<file path="config.mk">
export PLATFORM = sky130hd
export DESIGN_NAME = sram_weight_loader
export DESIGN_NICKNAME = d
export VERILOG_FILES = /design/src/rtl/sram_loader_pkg.sv /design/src/rtl/sram_rd_align.sv /design/src/rtl/sram_weight_loader.sv
export SDC_FILE = /design/constraint.sdc
export NUM_CORES = 1
export LEC_CHECK = 0
export BUFFER_PORTS_ARGS = -buffer_cell sky130_fd_sc_hd__buf_2
export CAP_MARGIN = 20
export CORE_UTILIZATION = 40
export CTS_CLUSTER_SIZE = 12
export DETAILED_ROUTE_END_ITERATION = 10
export PLACE_DENSITY = 0.63
export SYNTH_ARGS = -nofsm -noshare
export SYNTH_HDL_FRONTEND = slang
export SYNTH_SLANG_ARGS = --single-unit
</file>
<file path="constraint.sdc">
create_clock -name clk -period 6.64 [get_ports clk]
set_clock_uncertainty 0.05 [all_clocks]
set_input_delay 0.332 -clock clk [delete_from_list [all_inputs] [get_ports clk]]
set_output_delay 0.332 -clock clk [all_outputs]
set_load 0.03 [all_outputs]
</file>
<file path="src/rtl/sram_loader_pkg.sv">
// Shared types, default geometry and the checksum term for the weight loader.
package sram_loader_pkg;

  localparam int unsigned ADDR_W = 10;
  localparam int unsigned DATA_W = 32;
  localparam int unsigned DEPTH  = 1024;

  typedef enum logic [2:0] {
    ST_IDLE,
    ST_WRITE,
    ST_RD_REQ,
    ST_RD_DRAIN,
    ST_DONE
  } state_e;

  // Positional checksum term: the word XORed with its zero-extended index,
  // so swapped or misplaced words change the sum.
  function automatic logic [DATA_W-1:0] chk_term(input logic [DATA_W-1:0] word,
                                                 input logic [ADDR_W:0]   idx);
    return word ^ {{(DATA_W-ADDR_W-1){1'b0}}, idx};
  endfunction

endpackage

</file>
<file path="src/rtl/sram_rd_align.sv">
// Two-stage valid/index delay line: pairs the macro read data with the
// index of the read command issued two edges earlier.
module sram_rd_align #(
  parameter int unsigned IDX_W = 11
) (
  input  logic             clk,
  input  logic             rst,
  input  logic             issue_v_i,
  input  logic [IDX_W-1:0] issue_idx_i,
  output logic             ret_v_o,
  output logic [IDX_W-1:0] ret_idx_o
);

  logic             s1_v_q;
  logic [IDX_W-1:0] s1_idx_q;
  logic             s2_v_q;
  logic [IDX_W-1:0] s2_idx_q;

  // Stage 1 tracks the command on the pins, stage 2 the cycle its data is valid.
  always_ff @(posedge clk or posedge rst) begin
    if (rst) begin
      s1_v_q   <= 1'b0;
      s1_idx_q <= '0;
      s2_v_q   <= 1'b0;
      s2_idx_q <= '0;
    end else begin
      s1_v_q   <= issue_v_i;
      s1_idx_q <= issue_idx_i;
      s2_v_q   <= s1_v_q;
      s2_idx_q <= s1_idx_q;
    end
  end

  assign ret_v_o   = s2_v_q;
  assign ret_idx_o = s2_idx_q;

endmodule

</file>
<file path="src/rtl/sram_weight_loader.sv">
// Streams weight words into the 1024x32 SRAM macro from a programmable base,
// reads the region back and compares positional checksums before signalling done.
module sram_weight_loader #(
  parameter int unsigned ADDR_W = sram_loader_pkg::ADDR_W,
  parameter int unsigned DATA_W = sram_loader_pkg::DATA_W,
  parameter int unsigned DEPTH  = sram_loader_pkg::DEPTH
) (
  input  logic              clk,
  input  logic              rst,
  input  logic              start,
  input  logic [ADDR_W-1:0] base_addr,
  input  logic [ADDR_W:0]   num_words,
  input  logic              s_valid,
  input  logic [DATA_W-1:0] s_data,
  output logic              s_ready,
  output logic              sram_en,
  output logic              sram_r_wb,
  output logic [DATA_W-1:0] sram_ben,
  output logic [ADDR_W-1:0] sram_ad,
  output logic [DATA_W-1:0] sram_di,
  input  logic [DATA_W-1:0] sram_do,
  output logic              busy,
  output logic              done,
  output logic              pass,
  output logic              cfg_err
);

  import sram_loader_pkg::*;

  localparam logic [ADDR_W:0] DEPTH_C = (ADDR_W+1)'(DEPTH);
  localparam logic [ADDR_W:0] ONE_C   = (ADDR_W+1)'(1);

  state_e            state_q;
  logic [ADDR_W-1:0] base_q;
  logic [ADDR_W:0]   num_q;
  logic [ADDR_W:0]   idx_q;
  logic [DATA_W-1:0] wr_sum_q;
  logic [DATA_W-1:0] rd_sum_q;
  logic              drn_q;

  logic              s_ready_q;
  logic              en_q;
  logic              r_wb_q;
  logic [DATA_W-1:0] ben_q;
  logic [ADDR_W-1:0] ad_q;
  logic [DATA_W-1:0] di_q;
  logic              busy_q;
  logic              done_q;
  logic              pass_q;
  logic              cfg_err_q;

  logic [ADDR_W-1:0] addr_d;
  logic              last_d;
  logic              hs_d;
  logic              issue_v;
  logic              ret_v;
  logic [ADDR_W:0]   ret_idx;

  // Wrapping address and end-of-region detection for the current index.
  always_comb begin
    addr_d  = base_q + idx_q[ADDR_W-1:0];
    last_d  = (idx_q == (num_q - ONE_C));
    hs_d    = s_valid && s_ready_q;
    issue_v = (state_q == ST_RD_REQ);
  end

  sram_rd_align #(
    .IDX_W (ADDR_W + 1)
  ) u_rd_align (
    .clk         (clk),
    .rst         (rst),
    .issue_v_i   (issue_v),
    .issue_idx_i (idx_q),
    .ret_v_o     (ret_v),
    .ret_idx_o   (ret_idx)
  );

  // Load sequencer with registered macro pins and status outputs.
  always_ff @(posedge clk or posedge rst) begin
    if (rst) begin
      state_q   <= ST_IDLE;
      base_q    <= '0;
      num_q     <= '0;
      idx_q     <= '0;
      wr_sum_q  <= '0;
      rd_sum_q  <= '0;
      drn_q     <= 1'b0;
      s_ready_q <= 1'b0;
      en_q      <= 1'b0;
      r_wb_q    <= 1'b1;
      ben_q     <= '0;
      ad_q      <= '0;
      di_q      <= '0;
      busy_q    <= 1'b0;
      done_q    <= 1'b0;
      pass_q    <= 1'b0;
      cfg_err_q <= 1'b0;
    end else begin
      done_q <= 1'b0;
      if (ret_v) begin
        rd_sum_q <= rd_sum_q + chk_term(sram_do, ret_idx);
      end
      case (state_q)
        ST_IDLE: begin
          en_q   <= 1'b0;
          ben_q  <= '0;
          r_wb_q <= 1'b1;
          if (start) begin
            base_q    <= base_addr;
            num_q     <= num_words;
            idx_q     <= '0;
            pass_q    <= 1'b0;
            cfg_err_q <= 1'b0;
            wr_sum_q  <= '0;
            rd_sum_q  <= '0;
            busy_q    <= 1'b1;
            if (num_words > DEPTH_C) begin
              cfg_err_q <= 1'b1;
              state_q   <= ST_DONE;
            end else if (num_words == '0) begin
              state_q <= ST_DONE;
            end else begin
              s_ready_q <= 1'b1;
              state_q   <= ST_WRITE;
            end
          end
        end
        ST_WRITE: begin
          if (hs_d) begin
            en_q     <= 1'b1;
            r_wb_q   <= 1'b0;
            ben_q    <= '1;
            ad_q     <= addr_d;
            di_q     <= s_data;
            wr_sum_q <= wr_sum_q + chk_term(s_data, idx_q);
            if (last_d) begin
              s_ready_q <= 1'b0;
              idx_q     <= '0;
              state_q   <= ST_RD_REQ;
            end else begin
              idx_q <= idx_q + ONE_C;
            end
          end else begin
            en_q  <= 1'b0;
            ben_q <= '0;
          end
        end
        ST_RD_REQ: begin
          en_q   <= 1'b1;
          r_wb_q <= 1'b1;
          ben_q  <= '1;
          ad_q   <= addr_d;
          if (last_d) begin
            idx_q   <= '0;
            drn_q   <= 1'b0;
            state_q <= ST_RD_DRAIN;
          end else begin
            idx_q <= idx_q + ONE_C;
          end
        end
        ST_RD_DRAIN: begin
          // Two cycles let the last read's data land in rd_sum before DONE compares.
          en_q  <= 1'b0;
          ben_q <= '0;
          if (drn_q) begin
            drn_q   <= 1'b0;
            state_q <= ST_DONE;
          end else begin
            drn_q <= 1'b1;
          end
        end
        ST_DONE: begin
          pass_q  <= !cfg_err_q && (rd_sum_q == wr_sum_q);
          done_q  <= 1'b1;
          busy_q  <= 1'b0;
          state_q <= ST_IDLE;
        end
        default: state_q <= ST_IDLE;
      endcase
    end
  end

  assign s_ready   = s_ready_q;
  assign sram_en   = en_q;
  assign sram_r_wb = r_wb_q;
  assign sram_ben  = ben_q;
  assign sram_ad   = ad_q;
  assign sram_di   = di_q;
  assign busy      = busy_q;
  assign done      = done_q;
  assign pass      = pass_q;
  assign cfg_err   = cfg_err_q;

endmodule
</file>
==> impl_metrics.ini, run 1 <==
[status]
status = complete, no violations

[die]
start_util_pct = 40.8
coreArea_mm2 = 0.0270
floorplan.die.width_um = 168
ios = 170
vertical_die_dimension_um = 168
floorplan.rows = 60
fp.dieArea_mm2 = 0.0281

[routing]
routedWlPerCell_um = 16.4
drt_pass1_iterations = 5
detail_route.iter0.violations = 626
final_antenna_net_count = 0
drc_errors = 0
drt-total-wl_mm = 28.0
avgViaCountPerCell = 5.23
route.vias.total = 8910

[worst_setup_path]
crit_type = reg -> reg
cp-start-kind = flip-flop
cp.arrival_ns = 3.63
crit_path_end_kind = flip-flop
crit_fanout = 8
cp.required_ns = 6.93

[power]
share_clk_of_total_power_pct = 16.1
comb_power_share_pct = 53.3
vdd.ir_drop.worst_mv = 0.203
power.switching_fraction_pct = 47.6
switchingPower_mw = 2.91
cellPowerDensity_mw_per_mm2 = 486
total_leakage_power_nw = 6.37
sequentialPowerShare_pct = 30.6
internal-power_mw = 3.20
power.total_mw = 6.11

[timing]
tmin_final_ns = 3.34
setup_viol = 0
worst-slew-pin-transition_ns = 0.774
timing.setup.tns_ns = 0
period_share_pct = 50.3
setup_repair_after_global_routing_missed_its_margin = false
final_critical_path_setup_slack_ns = 3.30
clock.fmax_mhz = 299
timing_max_transition_violations_final = 0
endpoints_failing_hold = 0
timing.max_slew.rel_slack_pct = 48.4

[cts]
tritoncts_clock_tree = done
insertion_delay_ns = 0.44
cts_num_sinks = 173
ctsHtreeMaxLevel = 4
cts_repair_resize_count = 0
cts_made_buffers = 17
postCtsSetupRepairBufs = 0
clkSlewWorstSetupHoldPaths_ns = 0.08
cts.path.max_buffers = 2
clk_root_buffer_cell = clkbuf_16

[job]
timing.max_cap.violations = 0

[global_routing]
first_global_vias = 8533
grt_start_max_net_pins = 113
grt_antenna_before_repair = 1
wire_length_of_the_first_global_routing_pass_mm = 45.4
grtUsageTotal_pct = 20.5
grt-ovfl-total = 0

[cells_and_area]
syn_to_final_growth_pct = 14.5
multi_input_area_mm2 = 0.00616
final_cell_count_no_fill = 1704
n_fill_cell = 2627
ff_latch_area_mm2 = 0.00433
drive_gt1_share_pct = 17.3
fin_nets = 1515

[synth]
yosys_most_used_dff = dfrtp_1
yosysWarningCount = 0
asr_flop_ratio_synth_pct = 100
syn_nets = 1389
synth-seq-cells = 173
yosysUniqueCellTypes = 75
synth-seq-area-share_pct = 39.4
postSynthCellCount = 1224
synth_area_per_cell_um2 = 8.97
synth_enable_flop_cells = 0
syn_area_mm2 = 0.0110

[placed_design]
pre_cts_slack_ns = 3.34
placedCellCount = 1669
place_hpwl_mm = 20.6
gp_congestion = 0.910
io_buffers = 169

[worst_hold_path]
min-delay-path-class = in -> reg
layer usage:
layer | share of wire, % | global-route usage [%] | vias to the layer above
li1 | - | - | 4514
met1 | 48 | 28.1 | 4182
met2 | 47 | 33.2 | 190
met3 | 3.8 | 3.66 | 24
met4 | 1.8 | 5.23 | 0
met5 | 0 | 0 | -
power groups by stage:
| stage | Sequential (mW) | Clock, mW | Combinational [mW] |
|---|---|---|---|
| 3_3_place_gp | 1.88 | 0 | 3.19 |
| 4_1_cts | 1.87 | 1.01 | 3.25 |
| 6_report | 1.87 | 0.985 | 3.26 |
| 5_1_grt | 1.93 | 1.05 | 3.64 |
| 2_1_floorplan | 1.98 | 0 | 2.42 |
| 3_5_place_dp | 1.89 | 0 | 3.23 |
worst paths after layout:
check | start | slack (ns) | cells past startpoint | endpoint
max | idx_q[0] | 3.30 | 13 | wr_sum_q[26]
min | base_addr[5] | 0.03 | 3 | base_q[5]
max reg2reg | idx_q[0] | 3.30 | 13 | wr_sum_q[26]
min reg2reg | u_rd_align.s1_idx_q[3] | 0.30 | 0 | u_rd_align.ret_idx_o[3]
max in group asynchronous | rst | 5.01 | 4 | rd_sum_q[5]
min in group asynchronous | rst | 0.40 | 3 | sram_ad[0]
critical path, cell delays in order, from the launching register on:
cell and delay [ns]:
dfrtp_1 0.50, xor2_1 0.18, ha_1 0.21, inv_1 0.07
fa_1 0.40, nor2b_1 0.16, o31a_1 0.22, o21ai_2 0.12
o41ai_2 0.45, o21ba_2 0.29, a21oi_1 0.08, o21ai_0 0.19
a211oi_1 0.10, o31ai_1 0.22
state kept, by name, summed over array words and instances, names as in the netlist, 3 cells and up:
signal / count
rd_sum_q: 32
sram_di: 32
wr_sum_q: 32
idx_q: 11
num_q: 11
u_rd_align.ret_idx_o: 11
u_rd_align.s1_idx_q: 11
base_q: 10
sram_ad: 10
state_q: 3
cell usage in the layout, fill, tap and decap left out, drive strengths merged, types with 4 or more instances in the layout:
cell	instances
xor2	75
a21oi	64
or3	4
and4	5
o211ai	9
clkbuf	17
nor3	15
a211oi	16
o31ai	9
and3	9
clkinv	4
a21o	33
or2	5
nand4	10
dfrtp	172
nor2b	8
o21ai	72
a2111oi	4
buf	177
inv	42
o21a	10
nor4	9
nor3b	4
nand3	56
nand2b	14
ha	73
nor2	82
o21bai	9
mux2i	19
nand2	216
xnor2	52
a31oi	8
o41ai	5
logic make-up after synthesis:
family	after synthesis	share of synthesized area [%]
simple gates	450	18.5
compound gates	271	16.5
flops	173	39.4
xor+xnor	127	10.1
buf+inv	106	4.73
fa+ha+maj	76	8.86
mux	21	1.94
layout make-up:
type | instances | share of cell area, %
Clock inverter | 14 | 1.16
Tap cell | 341 | 3.39
Inverter | 35 | 1.08
Antenna cell | 1 | 0.0199
Multi-Input combinational cell | 945 | 48.9
Clock buffer | 17 | 3.38
Sequential cell | 173 | 34.4
Timing Repair Buffer | 178 | 7.60
synthesized netlist by cell type (3+ instances only):
cell	instances	area (um2)
mux2i_1	19	190
o211ai_1	8	60.1
dfrtp_1	172	4300
nor2b_1	8	50.1
nand2b_1	14	87.6
or4_1	3	22.5
a31oi_1	7	43.8
nand3b_1	3	22.5
xor2_1	75	657
buf_4	32	240
o41ai_1	4	35.0
and3_1	9	56.3
nand2_1	216	811
and2_1	3	18.8
buf_1	7	26.3
a21o_1	33	248
nand3_1	56	280
o21bai_1	9	67.6
nor4b_1	3	26.3
o31ai_1	9	67.6
nor3_1	14	70.1
o21a_1	10	75.1
and4_1	5	43.8
inv_1	34	128
a21oi_1	62	310
o21ai_0	69	345
clkbuf_1	31	116
nor2_1	81	304
or3_1	4	25.0
fa_1	3	60.1
nor4_1	9	56.3
a211o_1	3	26.3
a211oi_1	15	113
nor3b_1	4	30.0
or2_2	5	31.3
a21boi_0	3	22.5
o22ai_1	3	18.8
ha_1	73	913
nand4_1	10	62.6
xnor2_1	52	455
stage by stage:
stage	area [um2]	hold WS, ns	utilization, %
after floorplan	11000	0.281	-
after global placement	11900	0.282	44.3
after detailed placement	11900	0.285	44.3
after CTS	12500	0.0106	46.4
after global routing	12600	0.0233	46.7
final	12600	0.0255	46.7
repair_timing:
action / 4_1_cts / 5_1_grt
endpoints found under the setup margin: 0 / 0
hold buffers: 0 / 1
hold endpoints to repair: 0 / 36
(Power assumes the default switching activity.)
==> run 2: changes to the inputs <==
--- a/config.mk
+++ b/config.mk
@@ -5,12 +5,13 @@
 export SDC_FILE = /design/constraint.sdc
 export NUM_CORES = 1
 export LEC_CHECK = 0
+export ABC_AREA = 1
 export BUFFER_PORTS_ARGS = -buffer_cell sky130_fd_sc_hd__buf_2
 export CAP_MARGIN = 20
 export CORE_UTILIZATION = 40
 export CTS_CLUSTER_SIZE = 12
 export DETAILED_ROUTE_END_ITERATION = 10
-export PLACE_DENSITY = 0.63
+export PLACE_DENSITY = 0.64
 export SYNTH_ARGS = -nofsm -noshare
 export SYNTH_HDL_FRONTEND = slang
 export SYNTH_SLANG_ARGS = --single-unit
==> constraint.sdc (replaced) <==
create_clock -name clk -period 2.91 [get_ports clk]
set_clock_uncertainty 0.05 [all_clocks]
set_input_delay 0.1455 -clock clk [delete_from_list [all_inputs] [get_ports clk]]
set_output_delay 0.1455 -clock clk [all_outputs]
set_load 0.03 [all_outputs]
==> run 2 against run 1 <==
Against the previous run: first-iteration DRC count increased by 36%; utilization increased by 1.8 points; via count increased by 35%; non-clock buffer count increased by 69; sequential power increased by 130%; maximum frequency increased by 31%; design area increased by 15%; critical path type unchanged; critical endpoint is now rd_sum_q[30].
==> impl_metrics.ini, run 2 <==
[status]
status = complete, no violations

[routing]
drt_pass1_iterations = 6
drc_errors = 0
detailroute.wirelength.met3_mm = 2.31
detail_route.iter0.violations = 852
route.vias.total = 12000
final_antenna_net_count = 0
maxUsedRoutingLayer = met4
drt-total-wl_mm = 37.7
met1_length_mm = 17.0
detailroute.wirelength.met2_mm = 17.4
routedWlPerCell_um = 16.2
avgViaCountPerCell = 5.17

[global_routing]
grt_antenna_before_repair = 0
first_global_vias = 11400
grtUsageTotal_pct = 24.8
grt-ovfl-total = 0
grt_start_max_net_pins = 56
wire_length_of_the_first_global_routing_pass_mm = 60.3

[synth]
post_synth_and_or_nand_nor_area_fraction_pct = 28.8
postSynthCellCount = 1720
dominant_combinational_cell_family_by_area_after_synthesis = simple AND/OR/NAND/NOR gates
synth-seq-area-share_pct = 35.5
syn_nets = 1885
yosys_most_used_dff = dfrtp_1
cell_accounting_for_the_most_synthesized_area = dfrtp_1
post-synth-top-area-fraction_pct = 35.2
asr_flop_ratio_synth_pct = 100
synth_area_per_cell_um2 = 7.10
syn_area_mm2 = 0.0122
synthMostInstantiatedCell = nand2_1
complex_gate_fraction_of_the_synthesized_area_pct = 13.7
post_synth_most_frequent_cells = 518 x nand2_1, 208 x inv_1, 172 x dfrtp_1
yosys-mux-area-fraction_pct = 0
synth_enable_flop_cells = 0
yosysWarningCount = 0
synth-seq-cells = 173
yosysUniqueCellTypes = 50
synth_area_leaders = dfrtp_1 35%, nand2_1 16%, ha_1 7.5%
synth_fa_ha_area_share_pct = 7.97
synth_xor_xnor_area_share_pct = 4.21

[worst_setup_path]
cp.required_ns = 3.19
crit_family = simple AND/OR/NAND/NOR gates
cpPeakStageDelay_ns = 0.37
cp.arrival_ns = 2.83
crit_path_end_kind = flip-flop
worst_path_max_delay_cell = dfrtp_1
crit_fanout = 4
crit_type = reg -> reg
critPathBufInv = 3
cp-start-kind = flip-flop
cp_cell_sequence = xor2_1, ha_1, inv_1, fa_1, inv_1, nand2_1, a21oi_1, nand2_1, nand2_1, nand3_1, nand2_1, nand2_1, nand3_1, nand2_1, o21bai_1, inv_1
worst_path_most_repeated_cell = nand2_1

[timing]
timing_max_transition_violations_final = 0
timing.max_slew.rel_slack_pct = 38.5
timing.setup.tns_ns = 0
endpoints_failing_hold = 0
setup_viol = 0
clock.fmax_mhz = 392
worst-slew-pin-transition_ns = 0.922
period_share_pct = 87.6
tmin_final_ns = 2.55
setup_repair_after_global_routing_missed_its_margin = false

[cts]
insertion_delay_ns = 0.44
hold_buffers = 54
clkSlewWorstSetupHoldPaths_ns = 0.07
cts_num_sinks = 173
tritoncts_clock_tree = done
clk_root_buffer_cell = clkbuf_16
postCtsSetupRepairBufs = 0
cts_repair_resize_count = 0
cts.path.max_buffers = 2
ctsHtreeMaxLevel = 4
cts_made_buffers = 17

[die]
floorplan.die.width_um = 177
coreArea_mm2 = 0.0299
fp.dieArea_mm2 = 0.0312
ios = 170
floorplan.rows = 63
vertical_die_dimension_um = 177
start_util_pct = 40.9

[cells_and_area]
drive_gt1_share_pct = 13.7
fin_nets = 2084
layout.cells.most_common = nand2_1
antennaDiodeCount = 0
syn_to_final_growth_pct = 18.6
n_fill_cell = 2971
postLayoutCoreUtil_pct = 48.5
layout.cells.most_common_list = 518 x nand2_1, 207 x inv_1, 172 x dfrtp_1

[worst_hold_path]
min-delay-path-class = in -> reg

[placed_design]
place_hpwl_mm = 28.8
io_buffers = 169
gp_congestion = 0.938

[power]
cellPowerDensity_mw_per_mm2 = 1090
total_leakage_power_nw = 7.75
vdd.ir_drop.worst_mv = 0.568

[job]
timing.max_cap.violations = 0
[run 2: power breakdown]
part	internal, mW	leakage, nW	switching [mW]
sequential	3.33	2.22	0.906
combinational	3.03	5.26	6.23
clock	1.20	0.272	1.09
total	7.56	7.75	8.22
[run 2: path summary, 6_finish.rpt]
path	from	endpoint	slack, ns	cells after the start
setup / recovery	u_rd_align.ret_idx_o[0]	rd_sum_q[30]	0.36	16
hold / removal	sram_do[31]	rd_sum_q[31]	0.04	5
setup reg to reg	u_rd_align.ret_idx_o[0]	rd_sum_q[30]	0.36	16
hold reg to reg	u_rd_align.s1_idx_q[3]	u_rd_align.ret_idx_o[3]	0.30	0
max in group asynchronous	rst	sram_r_wb	1.70	4
min in group asynchronous	rst	u_rd_align.s1_idx_q[6]	0.34	3
[run 2: area by class of cell]
class | instances | area [um2] | share of cell area, %
repair buffers | 247 | 1600 | 11.1
multi-input cells | 1266 | 6690 | 46.2
clock inverters | 13 | 134 | 0.925
inverters | 214 | 807 | 5.57
well taps | 390 | 488 | 3.37
clock buffers | 18 | 429 | 2.96
flip-flops and latches | 173 | 4330 | 29.9
[run 2: kinds of logic after synthesis]
| group | count (synthesis) |
|---|---|
| adders and majority gates | 76 |
| buffers and inverters | 281 |
| DFF | 173 |
| AOI/OAI and AO/OA | 297 |
| xor gates and xnor gates | 57 |
| and+or+nand+nor | 836 |
[run 2: metal layers]
layer	GRT usage, %	vias up
li1	-	5971
met1	33.4	5545
met2	41.2	428
met3	3.46	51
met4	7.36	0
met5	0	-
[run 2: stage by stage]
stage	hold WS [ns]	area (um2)	worst slack (ns)	power (mW)	std cells
floorplan	0.212	12200	0.445	11.1	1720
global placement	0.268	13400	0.399	13.3	2236
detailed placement	0.273	13400	0.356	13.3	2236
CTS	0.0346	14500	0.343	15.7	2321
global route	0.0860	14500	0.0819	17.2	2321
finish	0.0432	14500	0.361	15.8	2321
[run 2: tightest hold or removal path: stages]
cell,delay [ns]
buf_2,0.09
nand2_1,0.06
nand4_1,0.07
nand2_1,0.04
nor2_1,0.07
==> run 3: changes to the inputs <==
--- a/config.mk
+++ b/config.mk
@@ -5,13 +5,13 @@
 export SDC_FILE = /design/constraint.sdc
 export NUM_CORES = 1
 export LEC_CHECK = 0
-export ABC_AREA = 1
 export BUFFER_PORTS_ARGS = -buffer_cell sky130_fd_sc_hd__buf_2
 export CAP_MARGIN = 20
 export CORE_UTILIZATION = 40
 export CTS_CLUSTER_SIZE = 12
 export DETAILED_ROUTE_END_ITERATION = 10
-export PLACE_DENSITY = 0.64
+export PLACE_DENSITY = 0.65
 export SYNTH_ARGS = -nofsm -noshare
 export SYNTH_HDL_FRONTEND = slang
 export SYNTH_SLANG_ARGS = --single-unit
+export TNS_END_PERCENT = 50
==> run 3 against run 2 <==
Against the previous run: the flow now finishes with violations (setup timing); via count shrank 20%; utilization grew 2.9 points; count of clock-buffer cells in the layout shrank 1; design area shrank 4.3%; wire length shrank 19%; non-clock buffer count grew 44; combinational power shrank 10%; largest cell class unchanged.
==> impl_metrics.ini, run 3 (synthesized netlist as in run 1, its figures left out) <==
[cts]
clkSlewWorstSetupHoldPaths_ns = 0.08
cts_made_buffers = 17
cts.path.max_buffers = 2
tritoncts_clock_tree = done
insertion_delay_ns = 0.44
ctsHtreeMaxLevel = 4
cts_num_sinks = 173
clk_root_buffer_cell = clkbuf_16

[timing]
clock.fmax_mhz = 336
timing.max_slew.rel_slack_pct = 40.8
worst_hold_slack_ns = 0.0733
setup_repair_after_global_routing_missed_its_margin = true
timing.setup.tns_ns = -0.162
timing_max_transition_violations_final = 0
tmin_final_ns = 2.97
final_critical_path_setup_slack_ns = -0.0619
worst-slew-pin-transition_ns = 0.886
setup_viol = 4
period_share_pct = 102
endpoints_failing_hold = 0

[status]
failed_checks = setup timing
status = finished with violations

[placed_design]
io_buffers = 169
place_hpwl_mm = 21.7
detailed_place.area_mm2 = 0.0124
pre_cts_slack_ns = -0.0702
gp_congestion = 0.920
placedCellCount = 1727

[global_routing]
grt-ovfl-total = 0
wire_length_of_the_first_global_routing_pass_mm = 47.8
gr-usage-met3_pct = 3.14
first_global_vias = 9219
gr-usage-met1_pct = 29.1
grt-busiest-layer = met2
grt.met2_usage_pct = 35.9
grt_start_max_net_pins = 59
grtUsageTotal_pct = 21.7
grt_antenna_before_repair = 0

[worst_setup_path]
crit_type = reg -> reg
cp.required_ns = 3.25
crit_path_end_kind = flip-flop
cp.arrival_ns = 3.31
cp-start-kind = flip-flop
critPathBufInv = 1
worst_path_max_delay_cell = dfrtp_1
worst_path_most_repeated_cell = a21o_1
cpPeakStageDelay_ns = 0.39
crit_family = compound AO/OA/AOI/OAI gates
crit_fanout = 4
cp_cell_sequence = xor2_1, ha_1, nor2b_2, o31a_1, o21ai_2, o41ai_4, buf_4, o21ba_4, a21o_1, a21o_1, or3_1, nand3_1

[die]
vertical_die_dimension_um = 168
ios = 170
fp.dieArea_mm2 = 0.0281
start_util_pct = 40.8
coreArea_mm2 = 0.0270
floorplan.die.width_um = 168
floorplan.rows = 60

[cells_and_area]
layout.cells.most_common = nand2_1
drive_gt1_share_pct = 22.3
antennaDiodeCount = 0
fin_nets = 1628
syn_to_final_growth_pct = 26.1
final_cell_count_no_fill = 1817
postLayoutCoreUtil_pct = 51.4
layout.cells.most_common_list = 216 x nand2_1, 172 x dfrtp_1, 168 x buf_2
design_area_mm2 = 0.0139
n_fill_cell = 2442

[routing]
route.vias.total = 9636
avgViaCountPerCell = 5.30
drt-total-wl_mm = 30.4
routedWlPerCell_um = 16.7
drt_pass1_iterations = 5
detail_route.iter0.violations = 554
drc_errors = 0
final_antenna_net_count = 0

[power]
power.total_mw = 14.9
cellPowerDensity_mw_per_mm2 = 1080
total_leakage_power_nw = 7.00
vdd.ir_drop.worst_mv = 0.788

[worst_hold_path]
min-delay-path-class = in -> reg

[job]
timing.max_cap.violations = 0
[run 3: changes by cell type in the layout (fill, tap and decap cells not counted), sizes merged, moves of 31 or more]
cell / previous run / this run
xnor2: 13 / 52
a21oi: 109 / 64
inv: 219 / 40
nand2: 525 / 216
xor2: 44 / 75
o21ai: 110 / 72
nor2: 138 / 82
buf: 193 / 236
nand3: 100 / 56
[run 3: final timing paths]
| check | slack [ns] | cells past startpoint | from | end |
|---|---|---|---|---|
| hold / removal | 0.07 | 4 | sram_do[31] | rd_sum_q[31] |
| hold reg to reg | 0.30 | 0 | u_rd_align.s1_idx_q[1] | u_rd_align.ret_idx_o[1] |
| setup reg to reg | -0.06 | 12 | idx_q[2] | wr_sum_q[28] |
| setup / recovery | -0.06 | 12 | idx_q[2] | wr_sum_q[28] |
| min in group asynchronous | 0.37 | 3 | rst | state_q[1] |
| max in group asynchronous | 1.57 | 4 | rst | wr_sum_q[20] |
[run 3: repair_timing]
item	4_1_cts	5_1_grt
hold buffers	55	0
pin swaps	2	30
endpoints found under the setup margin	9	26
endpoints found under the hold margin	84	0
gates resized for setup	4	47
setup buffers	0	4
[run 3: worst min-delay path: cells and delay by family]
family        cells  cell delay (ns)
simple gates      1             0.06
buf+inv           1             0.12
mux               2             0.19
[run 3: final cells by class]
type | instances | area, um2 | area share (%)
well taps | 341 | 427 | 3.08
inverters | 35 | 135 | 0.975
multi-input cells | 945 | 6370 | 46.0
clock buffers | 17 | 425 | 3.07
clock inverters | 15 | 210 | 1.52
repair buffers | 291 | 1950 | 14.1
flip-flops and latches | 173 | 4330 | 31.3
[run 3: metal layers]
layer / vias up / part of all wire (%)
met3: 35 / 4.5
li1: 4736 / -
met2: 273 / 48
met5: - / 0
met1: 4592 / 46
met4: 0 / 2.1
[run 3: power breakdown]
group          total (mW)  switching (mW)  internal [mW]
Clock                2.44            1.18           1.26
Sequential           4.20           0.903           3.30
Combinational        8.29            4.93           3.36
Total                14.9            7.02           7.92
